## src/rtl/cmap_pkg.sv

```systemverilog
// Shared types and default colours for the pipelined colour mapper.
package cmap_pkg;

    typedef logic [23:0] rgb_t;

    typedef struct packed {
        logic [7:0] r;
        logic [7:0] g;
        logic [7:0] b;
    } rgb_bytes_t;

    typedef enum logic {
        PH_VISIBLE = 1'b0,
        PH_HIDDEN  = 1'b1
    } blink_phase_t;

    localparam rgb_t SKY_RGB_DEF    = 24'hD2E6FF;
    localparam rgb_t KEY_RGB_DEF    = 24'hFFFFFF;
    localparam rgb_t CURSOR_RGB_DEF = 24'hFF0000;

    // Split a packed 24-bit colour into its R/G/B bytes (R in the MSBs).
    function automatic rgb_bytes_t rgb_split(input rgb_t c);
        rgb_bytes_t s;
        s.r = c[23:16];
        s.g = c[15:8];
        s.b = c[7:0];
        return s;
    endfunction

endpackage

```

## src/rtl/pipelined_color_mapper_if.sv

```systemverilog
// Pixel stream into the colour mapper and composed VGA colour out of it.
interface pipelined_color_mapper_if #(
    parameter int unsigned NUM_LAYERS = 2
);
    logic                         frame_start;
    logic                         pix_valid;
    logic [9:0]                   DrawX;
    logic [9:0]                   DrawY;
    logic [9:0]                   MouseX;
    logic [9:0]                   MouseY;
    logic                         cursor_en;
    logic [NUM_LAYERS-1:0]        layer_hit;
    logic [24*NUM_LAYERS-1:0]     layer_rgb;
    logic                         out_valid;
    logic [7:0]                   VGA_R;
    logic [7:0]                   VGA_G;
    logic [7:0]                   VGA_B;

    modport master (
        output frame_start, pix_valid, DrawX, DrawY, MouseX, MouseY,
               cursor_en, layer_hit, layer_rgb,
        input  out_valid, VGA_R, VGA_G, VGA_B
    );

    modport slave (
        input  frame_start, pix_valid, DrawX, DrawY, MouseX, MouseY,
               cursor_en, layer_hit, layer_rgb,
        output out_valid, VGA_R, VGA_G, VGA_B
    );
endinterface

```

## src/rtl/cursor_frame_ctrl.sv

```systemverilog
// Frame-synchronous cursor shadow registers with same-cycle bypass and blink phase.
module cursor_frame_ctrl
    import cmap_pkg::*;
#(
    parameter int unsigned BLINK_FRAMES = 0
) (
    input  logic       Clk,
    input  logic       Reset,
    input  logic       frame_start,
    input  logic [9:0] mouse_x,
    input  logic [9:0] mouse_y,
    input  logic       cursor_en,
    output logic [9:0] mouse_x_eff,
    output logic [9:0] mouse_y_eff,
    output logic       cursor_vis_eff
);

    localparam int unsigned BF   = (BLINK_FRAMES > 0) ? BLINK_FRAMES : 1;
    localparam int unsigned CW   = (BF > 1) ? $clog2(BF) : 1;
    localparam logic [CW-1:0] LAST = CW'(BF - 1);

    blink_phase_t  phase, phase_next;
    logic [CW-1:0] blink_cnt, blink_cnt_next;
    logic [9:0]    shadow_x, shadow_x_next;
    logic [9:0]    shadow_y, shadow_y_next;
    logic          shadow_vis, shadow_vis_next;
    logic          vis_now;

    // State register: blink phase/counter and per-frame cursor shadow.
    always_ff @(posedge Clk) begin
        if (Reset) begin
            phase      <= PH_VISIBLE;
            blink_cnt  <= '0;
            shadow_x   <= '0;
            shadow_y   <= '0;
            shadow_vis <= 1'b0;
        end else begin
            phase      <= phase_next;
            blink_cnt  <= blink_cnt_next;
            shadow_x   <= shadow_x_next;
            shadow_y   <= shadow_y_next;
            shadow_vis <= shadow_vis_next;
        end
    end

    // Next state: advance blink on frame_start, capture cursor for the new frame.
    // The frame's visibility uses the phase held before this frame_start's toggle,
    // so a whole frame (including its first pixel) sees one consistent phase.
    always_comb begin
        phase_next      = phase;
        blink_cnt_next  = blink_cnt;
        shadow_x_next   = shadow_x;
        shadow_y_next   = shadow_y;
        shadow_vis_next = shadow_vis;
        if (frame_start) begin
            shadow_x_next   = mouse_x;
            shadow_y_next   = mouse_y;
            shadow_vis_next = vis_now;
            if (BLINK_FRAMES > 0) begin
                if (blink_cnt == LAST) begin
                    blink_cnt_next = '0;
                    phase_next     = (phase == PH_VISIBLE) ? PH_HIDDEN : PH_VISIBLE;
                end else begin
                    blink_cnt_next = blink_cnt + 1'b1;
                end
            end
        end
    end

    // Outputs: bypass live values in the frame_start cycle, shadow otherwise.
    always_comb begin
        vis_now        = cursor_en && (phase == PH_VISIBLE);
        mouse_x_eff    = frame_start ? mouse_x : shadow_x;
        mouse_y_eff    = frame_start ? mouse_y : shadow_y;
        cursor_vis_eff = frame_start ? vis_now : shadow_vis;
    end

endmodule

```

## src/rtl/pipelined_color_mapper.sv

```systemverilog
// Three-stage per-pixel compositor: layers, round cursor and sky colour.
module pipelined_color_mapper
    import cmap_pkg::*;
#(
    parameter int unsigned H_ACTIVE     = 640,
    parameter int unsigned V_ACTIVE     = 480,
    parameter int unsigned NUM_LAYERS   = 2,
    parameter int unsigned CURSOR_R     = 2,
    parameter rgb_t        CURSOR_RGB   = CURSOR_RGB_DEF,
    parameter rgb_t        SKY_RGB      = SKY_RGB_DEF,
    parameter rgb_t        KEY_RGB      = KEY_RGB_DEF,
    parameter int unsigned BLINK_FRAMES = 0
) (
    input  logic                       Clk,
    input  logic                       Reset,
    pipelined_color_mapper_if.slave    bus
);

    localparam logic [21:0] R2 = 22'(CURSOR_R * CURSOR_R);

    logic [9:0] mouse_x_eff;
    logic [9:0] mouse_y_eff;
    logic       cursor_vis_eff;

    cursor_frame_ctrl #(
        .BLINK_FRAMES (BLINK_FRAMES)
    ) u_cursor (
        .Clk            (Clk),
        .Reset          (Reset),
        .frame_start    (bus.frame_start),
        .mouse_x        (bus.MouseX),
        .mouse_y        (bus.MouseY),
        .cursor_en      (bus.cursor_en),
        .mouse_x_eff    (mouse_x_eff),
        .mouse_y_eff    (mouse_y_eff),
        .cursor_vis_eff (cursor_vis_eff)
    );

    // Stage 1 combinational terms
    logic signed [10:0] dx_c, dy_c;
    logic               active_c;

    // Stage 1 registers
    logic                      s1_valid, s1_active, s1_vis;
    logic signed [10:0]        s1_dx, s1_dy;
    logic [NUM_LAYERS-1:0]     s1_hit;
    logic [24*NUM_LAYERS-1:0]  s1_rgb;

    // Stage 2 combinational terms
    logic signed [21:0] dx_w, dy_w;
    logic [21:0]        d2_c;
    logic               cur_hit_c, any_hit_c;
    rgb_t               sel_rgb_c;

    // Stage 2 registers
    logic s2_valid, s2_active, s2_cur_hit, s2_any_hit;
    rgb_t s2_sel_rgb;

    // Stage 3 colour
    rgb_t       pix_c;
    rgb_bytes_t pix_bytes;

    // Stage 1 math: signed distance to the effective cursor and visibility.
    always_comb begin
        dx_c     = $signed({1'b0, bus.DrawX}) - $signed({1'b0, mouse_x_eff});
        dy_c     = $signed({1'b0, bus.DrawY}) - $signed({1'b0, mouse_y_eff});
        active_c = (32'(bus.DrawX) < H_ACTIVE) && (32'(bus.DrawY) < V_ACTIVE);
    end

    // Valid pipeline: reset drops any in-flight pixels.
    always_ff @(posedge Clk) begin
        if (Reset) begin
            s1_valid <= 1'b0;
            s2_valid <= 1'b0;
        end else begin
            s1_valid <= bus.pix_valid;
            s2_valid <= s1_valid;
        end
    end

    // Stage 1 data register.
    always_ff @(posedge Clk) begin
        s1_active <= active_c;
        s1_vis    <= cursor_vis_eff;
        s1_dx     <= dx_c;
        s1_dy     <= dy_c;
        s1_hit    <= bus.layer_hit;
        s1_rgb    <= bus.layer_rgb;
    end

    // Stage 2 math: squared distance and highest-priority opaque layer.
    always_comb begin
        dx_w      = 22'(s1_dx);
        dy_w      = 22'(s1_dy);
        d2_c      = unsigned'(dx_w * dx_w + dy_w * dy_w);
        cur_hit_c = s1_vis && (d2_c <= R2);
        any_hit_c = 1'b0;
        sel_rgb_c = SKY_RGB;
        for (int unsigned i = NUM_LAYERS; i > 0; i--) begin
            if (s1_hit[i-1] && (s1_rgb[24*(i-1) +: 24] != KEY_RGB)) begin
                any_hit_c = 1'b1;
                sel_rgb_c = s1_rgb[24*(i-1) +: 24];
            end
        end
    end

    // Stage 2 data register.
    always_ff @(posedge Clk) begin
        s2_active  <= s1_active;
        s2_cur_hit <= cur_hit_c;
        s2_any_hit <= any_hit_c;
        s2_sel_rgb <= sel_rgb_c;
    end

    // Stage 3 priority: blanking, cursor, layer, sky.
    always_comb begin
        if (!s2_active)      pix_c = SKY_RGB;
        else if (s2_cur_hit) pix_c = CURSOR_RGB;
        else if (s2_any_hit) pix_c = s2_sel_rgb;
        else                 pix_c = SKY_RGB;
        pix_bytes = rgb_split(pix_c);
    end

    // Output registers: colour only advances on valid pixels.
    always_ff @(posedge Clk) begin
        if (Reset) begin
            bus.out_valid <= 1'b0;
            bus.VGA_R     <= '0;
            bus.VGA_G     <= '0;
            bus.VGA_B     <= '0;
        end else begin
            bus.out_valid <= s2_valid;
            if (s2_valid) begin
                bus.VGA_R <= pix_bytes.r;
                bus.VGA_G <= pix_bytes.g;
                bus.VGA_B <= pix_bytes.b;
            end
        end
    end

endmodule

```

## src/flat_wrapper.sv

```systemverilog
// flat-port wrapper written by rule: the top's interface ports become plain ports
module pipelined_color_mapper_flat import cmap_pkg::*;
#(
    parameter int unsigned H_ACTIVE     = 640,
    parameter int unsigned V_ACTIVE     = 480,
    parameter int unsigned NUM_LAYERS   = 2,
    parameter int unsigned CURSOR_R     = 2,
    parameter rgb_t        CURSOR_RGB   = CURSOR_RGB_DEF,
    parameter rgb_t        SKY_RGB      = SKY_RGB_DEF,
    parameter rgb_t        KEY_RGB      = KEY_RGB_DEF,
    parameter int unsigned BLINK_FRAMES = 0
)
  (Clk, Reset, bus_frame_start, bus_pix_valid, bus_DrawX, bus_DrawY, bus_MouseX, bus_MouseY, bus_cursor_en, bus_layer_hit, bus_layer_rgb, bus_out_valid, bus_VGA_R, bus_VGA_G, bus_VGA_B);
  pipelined_color_mapper_if #(.NUM_LAYERS(NUM_LAYERS)) bus_i ();
  input  logic Clk;
  input  logic Reset;
  input wire logic [$bits(bus_i.frame_start)-1:0] bus_frame_start;
  input wire logic [$bits(bus_i.pix_valid)-1:0] bus_pix_valid;
  input wire logic [$bits(bus_i.DrawX)-1:0] bus_DrawX;
  input wire logic [$bits(bus_i.DrawY)-1:0] bus_DrawY;
  input wire logic [$bits(bus_i.MouseX)-1:0] bus_MouseX;
  input wire logic [$bits(bus_i.MouseY)-1:0] bus_MouseY;
  input wire logic [$bits(bus_i.cursor_en)-1:0] bus_cursor_en;
  input wire logic [$bits(bus_i.layer_hit)-1:0] bus_layer_hit;
  input wire logic [$bits(bus_i.layer_rgb)-1:0] bus_layer_rgb;
  output wire logic [$bits(bus_i.out_valid)-1:0] bus_out_valid;
  output wire logic [$bits(bus_i.VGA_R)-1:0] bus_VGA_R;
  output wire logic [$bits(bus_i.VGA_G)-1:0] bus_VGA_G;
  output wire logic [$bits(bus_i.VGA_B)-1:0] bus_VGA_B;
  assign bus_i.frame_start = bus_frame_start;
  assign bus_i.pix_valid = bus_pix_valid;
  assign bus_i.DrawX = bus_DrawX;
  assign bus_i.DrawY = bus_DrawY;
  assign bus_i.MouseX = bus_MouseX;
  assign bus_i.MouseY = bus_MouseY;
  assign bus_i.cursor_en = bus_cursor_en;
  assign bus_i.layer_hit = bus_layer_hit;
  assign bus_i.layer_rgb = bus_layer_rgb;
  assign bus_out_valid = bus_i.out_valid;
  assign bus_VGA_R = bus_i.VGA_R;
  assign bus_VGA_G = bus_i.VGA_G;
  assign bus_VGA_B = bus_i.VGA_B;
  pipelined_color_mapper #(.H_ACTIVE(H_ACTIVE), .V_ACTIVE(V_ACTIVE), .NUM_LAYERS(NUM_LAYERS), .CURSOR_R(CURSOR_R), .CURSOR_RGB(CURSOR_RGB), .SKY_RGB(SKY_RGB), .KEY_RGB(KEY_RGB), .BLINK_FRAMES(BLINK_FRAMES)) u_core (.Clk(Clk), .Reset(Reset), .bus(bus_i));
endmodule
```

## config.mk

```make
export PLATFORM = sky130hd
export DESIGN_NAME = pipelined_color_mapper_flat
export DESIGN_NICKNAME = d
export VERILOG_FILES = /design/src/rtl/cmap_pkg.sv /design/src/rtl/pipelined_color_mapper_if.sv /design/src/rtl/cursor_frame_ctrl.sv /design/src/rtl/pipelined_color_mapper.sv /design/src/flat_wrapper.sv
export SDC_FILE = /design/constraint.sdc
export NUM_CORES = 1
export LEC_CHECK = 0
export CORE_ASPECT_RATIO = 0.6
export CORE_MARGIN = 2
export CORE_UTILIZATION = 40
export DETAILED_ROUTE_END_ITERATION = 8
export HOLD_SLACK_MARGIN = 0.05
export PLACE_DENSITY = 0.69
export SLEW_MARGIN = 20
export SYNTH_ARGS = -nofsm -noshare
export SYNTH_HDL_FRONTEND = slang
export SYNTH_SLANG_ARGS = --single-unit
```

## constraint.sdc

```tcl
create_clock -name Clk -period 6.9 [get_ports Clk]
set_clock_uncertainty 0.05 [all_clocks]
set_input_delay 2.07 -clock Clk [delete_from_list [all_inputs] [get_ports Clk]]
set_output_delay 2.07 -clock Clk [all_outputs]
set_load 0.01 [all_outputs]
```

==> results of run 1 <==
## per-layer routing
layer | routed length [um] | GRT usage | up-vias
li1 | - | - | 4591
met1 | 16500 | 0.294 | 4901
met2 | 14800 | 0.308 | 295
met3 | 2550 | 0.0484 | 19
met4 | 244 | 0.0306 | 0
met5 | 0 | 0 | -
## state kept, by name, summed over array words and instances, names as in the netlist
| name | flops |
|---|---|
| u_core.s2_valid | 1 |
| u_core.s1_hit | 2 |
| u_core.u_cursor.shadow_vis | 1 |
| u_core.s1_vis | 1 |
| u_core.s1_rgb | 48 |
| u_core.s2_active | 1 |
| u_core.s2_sel_rgb | 24 |
| u_core.s1_active | 1 |
| u_core.u_cursor.shadow_y | 10 |
| u_core.bus.VGA_B | 8 |
| u_core.s1_dx | 11 |
| u_core.s1_valid | 1 |
| u_core.bus.VGA_G | 8 |
| u_core.s2_any_hit | 1 |
| u_core.s2_cur_hit | 1 |
| u_core.u_cursor.shadow_x | 10 |
| u_core.s1_dy | 11 |
| u_core.bus.out_valid | 1 |
| u_core.bus.VGA_R | 8 |
## synthesized netlist by cell type, types with 3 or more instances
cell / count
and2_1: 39
fa_1: 240
a21oi_1: 52
nor3_1: 11
ha_1: 108
nand4_1: 14
clkbuf_1: 31
nand2_1: 85
inv_1: 355
dfxtp_1: 149
a21o_1: 6
a22oi_1: 3
or3_1: 3
xor2_1: 10
o21ai_1: 9
nor2b_1: 23
nand3_1: 3
o21ai_0: 23
o21bai_1: 5
nor2_1: 76
o2111ai_1: 4
mux2i_1: 21
xnor2_1: 38
nand2b_1: 3
mux2_2: 3
o22ai_1: 7
o22a_1: 17
nor4_1: 5
## cell type report
type | instances | area (um^2) | area share
clock buffer | 17 | 425 | 0.0253
sequential | 149 | 3010 | 0.179
inverter | 355 | 1340 | 0.0799
tap | 459 | 574 | 0.0342
clock inverter | 15 | 158 | 0.00939
multi-input combinational | 848 | 9440 | 0.562
timing repair buffer | 196 | 1850 | 0.110
## kinds of logic after synthesis
group                    after synthesis  synth area share
flip-flops                           149             0.219
AO/OA/AOI/OAI                        150            0.0714
XOR/XNOR                              48            0.0309
adder cells (fa/ha/maj)              348             0.453
multiplexers                          25            0.0188
buffers and inverters                388             0.107
AND/OR/NAND/NOR                      277            0.0995
## path summary, 6_finish.rpt
path,startpoint,to,slack [ps]
max reg2reg,u_core.s1_dy[5]$_DFF_P_,u_core.s2_cur_hit$_DFF_P_,230
min reg2reg,u_core.s1_active$_DFF_P_,u_core.s2_active$_DFF_P_,300
min,u_core.s1_active$_DFF_P_,u_core.s2_active$_DFF_P_,300
max,u_core.s1_dy[5]$_DFF_P_,u_core.s2_cur_hit$_DFF_P_,230
## what timing repair did
item,in CTS,in global routing
endpoints found under the setup margin,1,1
setup buffers,1,16
hold buffers,0,0
gates cloned,0,1
resized for setup,27,70
pin swaps,10,43
## stage by stage
stage | utilization | setup TNS (ps) | cell area (um^2)
after CTS | 0.489 | 0 | 16400
after detailed placement | 0.469 | -135 | 15700
after floorplan | - | 0 | 13600
after global routing | 0.500 | -48.3 | 16800
after global placement | 0.469 | 0 | 15700
final | 0.500 | 0 | 16800
==> out/metrics.cfg, run 1 <==
[finish]
fin_nets=2010
final_cell_mix=inv_1, fa_1, dfxtp_1
mostFrequentLayoutCell=inv_1
final_cells=2039
antenna_cells=0
drive_gt1_frac=0.127
nFillCells=3052
area_growth_pct=23.6

[sta]
finalHoldViolations=0
drv_slew=0
finalCriticalPeriod_ps=6670
setup-violations-final=0
slew_headroom=0.302
fin_hold_ws_ps=296
worst_pin_slew_ps=1050
layout_setup_ws_ps=229
period_share=0.967
fmax_ghz=0.150

[setup_path]
start_kind=register
crit_arrival_ps=6960
crit_family=adder cells
cp-end-kind=register
crit_slowest_cell=fa_1
worstPathMaxFanout=7
critPathKind=register to register
cp_num_buf_inv=6
cpPeakStageDelay_ps=560
rr_worst_depth=21
path_depth=21
crit_chain=buf_4, inv_1, fa_1, fa_1, fa_1, inv_1, fa_1, fa_1, inv_1, fa_1, inv_1, fa_1, ha_4, inv_1, a222oi_1, o2111ai_2, a2111oi_2, o2111ai_1, a2111oi_2, o2111ai_1, nor4_2
required_ps=7190
cp_common_cell=fa_1

[logic_synthesis]
seq_area_frac_synth=0.219
synth_area_leaders=fa_1, dfxtp_1, ha_1
synth_area_um2=13600
synth_edf_count=0
synth_nets=1828
ys_async_sr_fraction=0
ys_ff_latch=149
yosysUniqueCellTypes=60
synth_cells=1385
ys.flop_type=dfxtp_1
synth.avg_cell_area_um2=9.82
synth_top_area_cell=fa_1
synth_warnings=0
synth_top_area_frac=0.353

[placement]
dp_slack_ps=-135
placedCellCount=1989
detailed_place_hpwl_um=28800
portBuffers=119
gp_congestion=0.928

[status]
status=completed

[floorplan]
io_pins=120
core_area_um2=33600
die-area_um2=35500
die_w_um=242
row_count=52
start_util=0.405
die_y_um=147

[cts]
clk_latency_ps=420
root_buffer=clkbuf_16
clock-sinks=149
clockBufferDepth=2
cts-buffers-inserted=17
htree_levels=4
path_clk_slew_ps=70
cts_tree=yes

[detailed_routing]
dr.pass1.iters=5
drc=0
vias=9806
antenna_left=0
wl_per_cell_um=16.7
drt_iter0_markers=649
vias_per_cell=4.81
wirelength_um=34100

[global_routing]
grt_pass1_vias=10522
antenna_found_initial=0
grt_pass1_wl_um=55600
grt_max_degree=49
grt_overflow=0
gr-usage-all-layers=0.201

[min_path]
whs_path_depth=0
hp-class=register to register

[run]
maxCapViolCount=0

Power of run 1 is left out: the tool's default activity adds up to more than one toggle a clock period on the data nets, which glitch-free logic cannot reach.
==> run 2: changes to the inputs <==
--- a/config.mk
+++ b/config.mk
@@ -6,7 +6,7 @@
 export NUM_CORES = 1
 export LEC_CHECK = 0
 export CORE_ASPECT_RATIO = 0.6
-export CORE_MARGIN = 2
+export CORE_MARGIN = 8
 export CORE_UTILIZATION = 40
 export DETAILED_ROUTE_END_ITERATION = 8
 export HOLD_SLACK_MARGIN = 0.05
==> run 2 against run 1 <==
  * Utilization is 1.1 points higher
  * Flip-flop and latch count stayed put
  * Design area rose by 2.1%
  * Die area is 14% higher
  * Wire length is 7.5% higher
  * Non-clock buffer count grew 28
  * Register-to-register slack lost 90 ps
  * Global-route usage is 1.9 points lower
  * Critical path depth is 3 higher
  * First-iteration DRC count up 5.4%
  * Critical endpoint unchanged
  * Via count rose by 2.9%
==> out/metrics.cfg, run 2 (synthesized netlist as in run 1, its figures left out) <==
[setup_path]
worstPathMaxFanout=6  ; -1
timing.rr.start=u_core.s1_dx[3]$_DFF_P_
required_ps=7190  ; about the same
crit_start=u_core.s1_dx[3]$_DFF_P_
critPathKind=register to register
r2r_setup_slack_ps=140  ; -90 ps
cp-end-kind=register
start_kind=register
rr_worst_depth=24  ; +14%
crit_arrival_ps=7050  ; +90 ps
rr_endpoint=u_core.s2_cur_hit$_DFF_P_
cp-endpoint=u_core.s2_cur_hit$_DFF_P_

[detailed_routing]
dr.pass1.iters=5  ; unchanged
vias_per_cell=4.88  ; +1.5%
drc=0  ; unchanged
drt_iter0_markers=684  ; +5.4%
vias=10086  ; +2.9%
wl_per_cell_um=17.7  ; +6.0%
wirelength_um=36600  ; +7.5%
antenna_left=0  ; unchanged

[sta]
worst_pin_slew_ps=1020  ; -21.1 ps
finalHoldViolations=0  ; unchanged
finalCriticalPeriod_ps=6760  ; +93.8 ps
fmax_ghz=0.148  ; -1.4%
period_share=0.980  ; +0.0136
setup-violations-final=0  ; unchanged
layout_setup_ws_ps=135  ; -93.8 ps
drv_slew=0  ; unchanged
slew_headroom=0.317  ; +0.0152
rsz0062_at_grt=yes

[finish]
final_cell_mix=inv_1, fa_1, dfxtp_1
area_growth_pct=26.2
antenna_cells=0  ; unchanged
largest_reg_flops=48  ; unchanged
largest_register=u_core.s1_rgb
reg_top3=u_core.s1_rgb (48), u_core.s2_sel_rgb (24)
mostFrequentLayoutCell=inv_1
fin_nets=2038  ; +1.4%
drive_gt1_frac=0.165  ; +0.0382

[global_routing]
gr-usage-all-layers=0.182  ; -0.0188
grt_pass1_vias=10787  ; +2.5%
grt_max_degree=49  ; unchanged
grt_overflow=0  ; unchanged
antenna_found_initial=1  ; +1
grt_pass1_wl_um=57900  ; +4.2%

[cts]
clockBufferDepth=2  ; unchanged
clock-sinks=149  ; unchanged
root_buffer=clkbuf_16
htree_levels=4  ; unchanged
cts_tree=yes
path_clk_slew_ps=70  ; about the same
cts-buffers-inserted=17  ; unchanged
ctsHoldBuffers=0  ; unchanged
clk_latency_ps=430  ; about the same

[floorplan]
die-area_um2=40300  ; +14%
start_util=0.405  ; unchanged
core_area_um2=33600  ; unchanged
io_pins=120  ; unchanged
die_y_um=159  ; +8.2%
row_count=52  ; unchanged
die_w_um=254  ; +5.0%

[run]
maxCapViolCount=0  ; unchanged

[placement]
detailed_place_hpwl_um=30400  ; +5.4%
dp_slack_ps=-125  ; +10.0 ps
portBuffers=119  ; unchanged
gp_congestion=0.955  ; +2.9%

[min_path]
hp-class=register to register

[status]
status=completed

==> run 2: cell type report <==
class	instances	area, um^2
Tap cell	459	574
Timing Repair Buffer	224	2160
Inverter	355	1360
Sequential cell	149	3020
Clock inverter	13	136
Multi-Input combinational cell	848	9460
Fill cell	2996	16400
Clock buffer	19	453
==> run 2: worst min-delay path by stage <==
stage                                  start                       end  slack (ps)  cells after the start
finish              u_core.s1_active$_DFF_P_  u_core.s2_active$_DFF_P_         280                      0
detailed placement  u_core.s1_active$_DFF_P_  u_core.s2_active$_DFF_P_         270                      0
floorplan           u_core.s1_active$_DFF_P_  u_core.s2_active$_DFF_P_         260                      0
global placement    u_core.s1_active$_DFF_P_  u_core.s2_active$_DFF_P_         270                      0
global route        u_core.s1_active$_DFF_P_  u_core.s2_active$_DFF_P_         270                      0
CTS                 u_core.s1_active$_DFF_P_  u_core.s2_active$_DFF_P_         280                      0
==> run 2: metrics by stage <==
stage | cell area, um^2 | hold WS, ps | setup TNS (ps) | utilization | cells
floorplan | 13600 | 260 | 0 | - | 1385
global placement | 15800 | 269 | 0 | 0.470 | 1999
detailed placement | 15800 | 266 | -125 | 0.470 | 1999
CTS | 16500 | 276 | 0 | 0.492 | 2034
global route | 17200 | 274 | -135 | 0.511 | 2067
finish | 17200 | 276 | 0 | 0.511 | 2067
==> run 2: timing repair <==
item / in CTS / in global routing
gates resized for setup: 28 / 131
setup endpoints to repair: 1 / 1
cloned: 1 / 1
buffers inserted: 2 / 32
pin swaps: 16 / 78
==> run 2: metal layers <==
metal / wire length (um) / global-route usage / share of wire / vias to the layer above
met5: 24 / 0 / 0.00066 / -
met4: 461 / 0.0340 / 0.013 / 4
met3: 3060 / 0.0465 / 0.084 / 42
met2: 16100 / 0.274 / 0.44 / 321
met1: 16900 / 0.263 / 0.46 / 5062
li1: - / - / - / 4657
==> run 2: critical path, cell delays in order (launching register included) <==
cell and delay, ps:
dfxtp_2 350, buf_6 150, buf_12 110, nand2_1 90, fa_1 560, inv_1 60, fa_1 500, inv_1 60
fa_2 570, fa_1 430, fa_1 550, inv_1 50, fa_1 470, inv_1 60, fa_1 500, inv_1 80
ha_4 180, nor2_1 200, o21ai_1 150, a21oi_1 260, a221o_1 280, nor4_1 110, a2111oi_2 440, o2111ai_1 190
nor4_2 230
Power of run 2 is left out for the same reason.
==> run 3: changes to the inputs <==
--- a/config.mk
+++ b/config.mk
@@ -5,12 +5,13 @@
 export SDC_FILE = /design/constraint.sdc
 export NUM_CORES = 1
 export LEC_CHECK = 0
+export CAP_MARGIN = 20
 export CORE_ASPECT_RATIO = 0.6
 export CORE_MARGIN = 8
-export CORE_UTILIZATION = 40
+export CORE_UTILIZATION = 54
 export DETAILED_ROUTE_END_ITERATION = 8
 export HOLD_SLACK_MARGIN = 0.05
-export PLACE_DENSITY = 0.69
+export PLACE_DENSITY = 0.86
 export SLEW_MARGIN = 20
 export SYNTH_ARGS = -nofsm -noshare
 export SYNTH_HDL_FRONTEND = slang
==> run 3 against run 2 <==
  * The flow now finishes with violations (negative setup slack)
  * Wire length rose by 2.2%
  * Critical path type unchanged
  * Design area is 2.3% lower
  * Final cell count down 6.9%
  * Flip-flop and latch count unchanged
  * Via count grew 2.6%
  * Register-to-register slack got worse by 260 ps
  * Utilization grew 16 points
  * Critical path depth down 1
==> out/metrics.cfg, run 3 (synthesized netlist as in run 1, its figures left out) <==
[finish]
mostFrequentLayoutCell=inv_1
antenna_cells=0  ; unchanged
largest_register=u_core.s1_rgb
fin_nets=2026  ; -0.59%
final_cell_mix=inv_1, fa_1, dfxtp_1
reg_top3=u_core.s1_rgb (48), u_core.s2_sel_rgb (24)
area_growth_pct=23.3
final_cells=1925  ; -6.9%
drive_gt1_frac=0.130  ; -0.0357
nFillCells=1836  ; -39%
largest_reg_flops=48  ; unchanged

[detailed_routing]
vias=10351  ; +2.6%
wl_per_cell_um=19.4  ; +9.7%
antenna_left=0  ; unchanged
wirelength_um=37400  ; +2.2%
drc=0  ; unchanged
dr.pass1.iters=6  ; +1
drt_iter0_markers=771  ; +13%
vias_per_cell=5.38  ; +10%

[setup_path]
cp-end-kind=register
cpPeakStageDelay_ps=580  ; about the same
crit_chain=buf_12, and2_4, fa_1, fa_1, inv_2, buf_12, fa_1, fa_1, inv_2, fa_1, inv_1, fa_1, fa_1, inv_2, ha_4, inv_2, a222oi_1, o2111ai_2, a2111oi_4, o2111ai_2, a2111oi_2, o2111ai_1, nor4_2
path_depth=23  ; -4.2%
rr_endpoint=u_core.s2_cur_hit$_DFF_P_
crit_family=adder cells
timing.rr.start=u_core.s1_dx[10]$_DFF_P_
start_kind=register
rr_worst_depth=23  ; -4.2%
required_ps=7180  ; about the same
cp_common_cell=fa_1
cp-endpoint=u_core.s2_cur_hit$_DFF_P_
cp_num_buf_inv=7  ; unchanged
crit_arrival_ps=7300  ; +250 ps
critPathKind=register to register
r2r_setup_slack_ps=-120  ; -260 ps
worstPathMaxFanout=6  ; unchanged
crit_slowest_cell=fa_1
crit_start=u_core.s1_dx[10]$_DFF_P_

[floorplan]
die_w_um=221  ; -13%
die-area_um2=30700  ; -24%
die_y_um=139  ; -13%
start_util=0.544  ; +0.139
io_pins=120  ; unchanged
row_count=45  ; -13%
core_area_um2=25000  ; -26%

[min_path]
hp-class=register to register

[sta]
worst_pin_slew_ps=1100  ; +72.9 ps
slew_headroom=0.269  ; -0.0486
finalHoldViolations=0  ; unchanged
layout_setup_ws_ps=-121  ; -257 ps
setup-violations-final=1  ; +1
finalCriticalPeriod_ps=7020  ; +257 ps
fmax_ghz=0.142  ; -3.7%
rsz0062_at_grt=yes
period_share=1.02  ; +0.0372
fin_setup_tns_ps=-121  ; -121 ps
drv_slew=0  ; unchanged

[global_routing]
grt_overflow=0  ; unchanged
gr-usage-all-layers=0.241  ; +0.0587
antenna_found_initial=0  ; -1
grt_max_degree=49  ; unchanged
grt_pass1_wl_um=59000  ; +1.9%
grt_pass1_vias=11117  ; +3.1%

[cts]
ctsHoldBuffers=0  ; unchanged
cts-buffers-inserted=17  ; unchanged
path_clk_slew_ps=70  ; about the same
clockBufferDepth=2  ; unchanged
root_buffer=clkbuf_16
htree_levels=4  ; unchanged
clk_latency_ps=430  ; about the same
clock-sinks=149  ; unchanged
cts_tree=yes

[placement]
detailed_place_hpwl_um=30400  ; +0.22%
portBuffers=119  ; unchanged
gp_congestion=0.966  ; +1.1%
placedCellCount=1875  ; -6.2%

[run]
maxCapViolCount=0  ; unchanged

[status]
violations=negative setup slack
status=complete, but fails checks

-- run 3: changes by cell type in the layout (fill, tap and decap cells not counted), sizes merged --
cell	change
clkinvlp	-5
bufinv	-1
buf	-13
inv	+2
clkbuf	-1
clkinv	+6
-- run 3: cell type report --
| type | count | area, um^2 | area share |
|---|---|---|---|
| Multi-Input combinational cell | 848 | 9370 | 0.559 |
| Sequential cell | 149 | 3020 | 0.180 |
| Timing Repair Buffer | 212 | 2000 | 0.119 |
| Inverter | 355 | 1340 | 0.0802 |
| Clock buffer | 17 | 425 | 0.0254 |
| Tap cell | 329 | 412 | 0.0246 |
| Clock inverter | 15 | 194 | 0.0116 |
-- run 3: worst min path at each step --
| stage | cells after the start | start | endpoint | slack [ps] |
|---|---|---|---|---|
| finish | 0 | u_core.s1_active$_DFF_P_ | u_core.s2_active$_DFF_P_ | 280 |
| global route | 0 | u_core.s1_active$_DFF_P_ | u_core.s2_active$_DFF_P_ | 280 |
| CTS | 0 | u_core.s1_active$_DFF_P_ | u_core.s2_active$_DFF_P_ | 280 |
| detailed placement | 0 | u_core.s1_active$_DFF_P_ | u_core.s2_active$_DFF_P_ | 260 |
| global placement | 0 | u_core.s1_active$_DFF_P_ | u_core.s2_active$_DFF_P_ | 270 |
| floorplan | 0 | u_core.s1_active$_DFF_P_ | u_core.s2_active$_DFF_P_ | 260 |
-- run 3: metal layers --
metal / wire (um) / global-route usage / vias up / part of all wire
li1: - / - / 4634 / -
met1: 16200 / 0.339 / 5227 / 0.43
met2: 17300 / 0.377 / 442 / 0.46
met3: 3260 / 0.0528 / 48 / 0.087
met4: 652 / 0.0539 / 0 / 0.017
met5: 0 / 0 / - / 0
-- run 3: what timing repair did --
item | CTS | global route
cloned | 0 | 2
setup endpoints to repair | 1 | 1
gates resized for setup | 24 | 66
pin swaps | 16 | 38
buffers inserted | 1 | 15
-- run 3: metrics by stage --
stage / util / setup slack (ps) / instance area, um^2 / hold slack [ps]
floorplan: - / 45.3 / 13600 / 260
global placement: 0.627 / 110 / 15700 / 267
detailed placement: 0.627 / -140 / 15700 / 262
CTS: 0.656 / 13.7 / 16400 / 279
global route: 0.671 / -240 / 16800 / 285
finish: 0.671 / -121 / 16800 / 279
Power of run 3 is left out for the same reason.
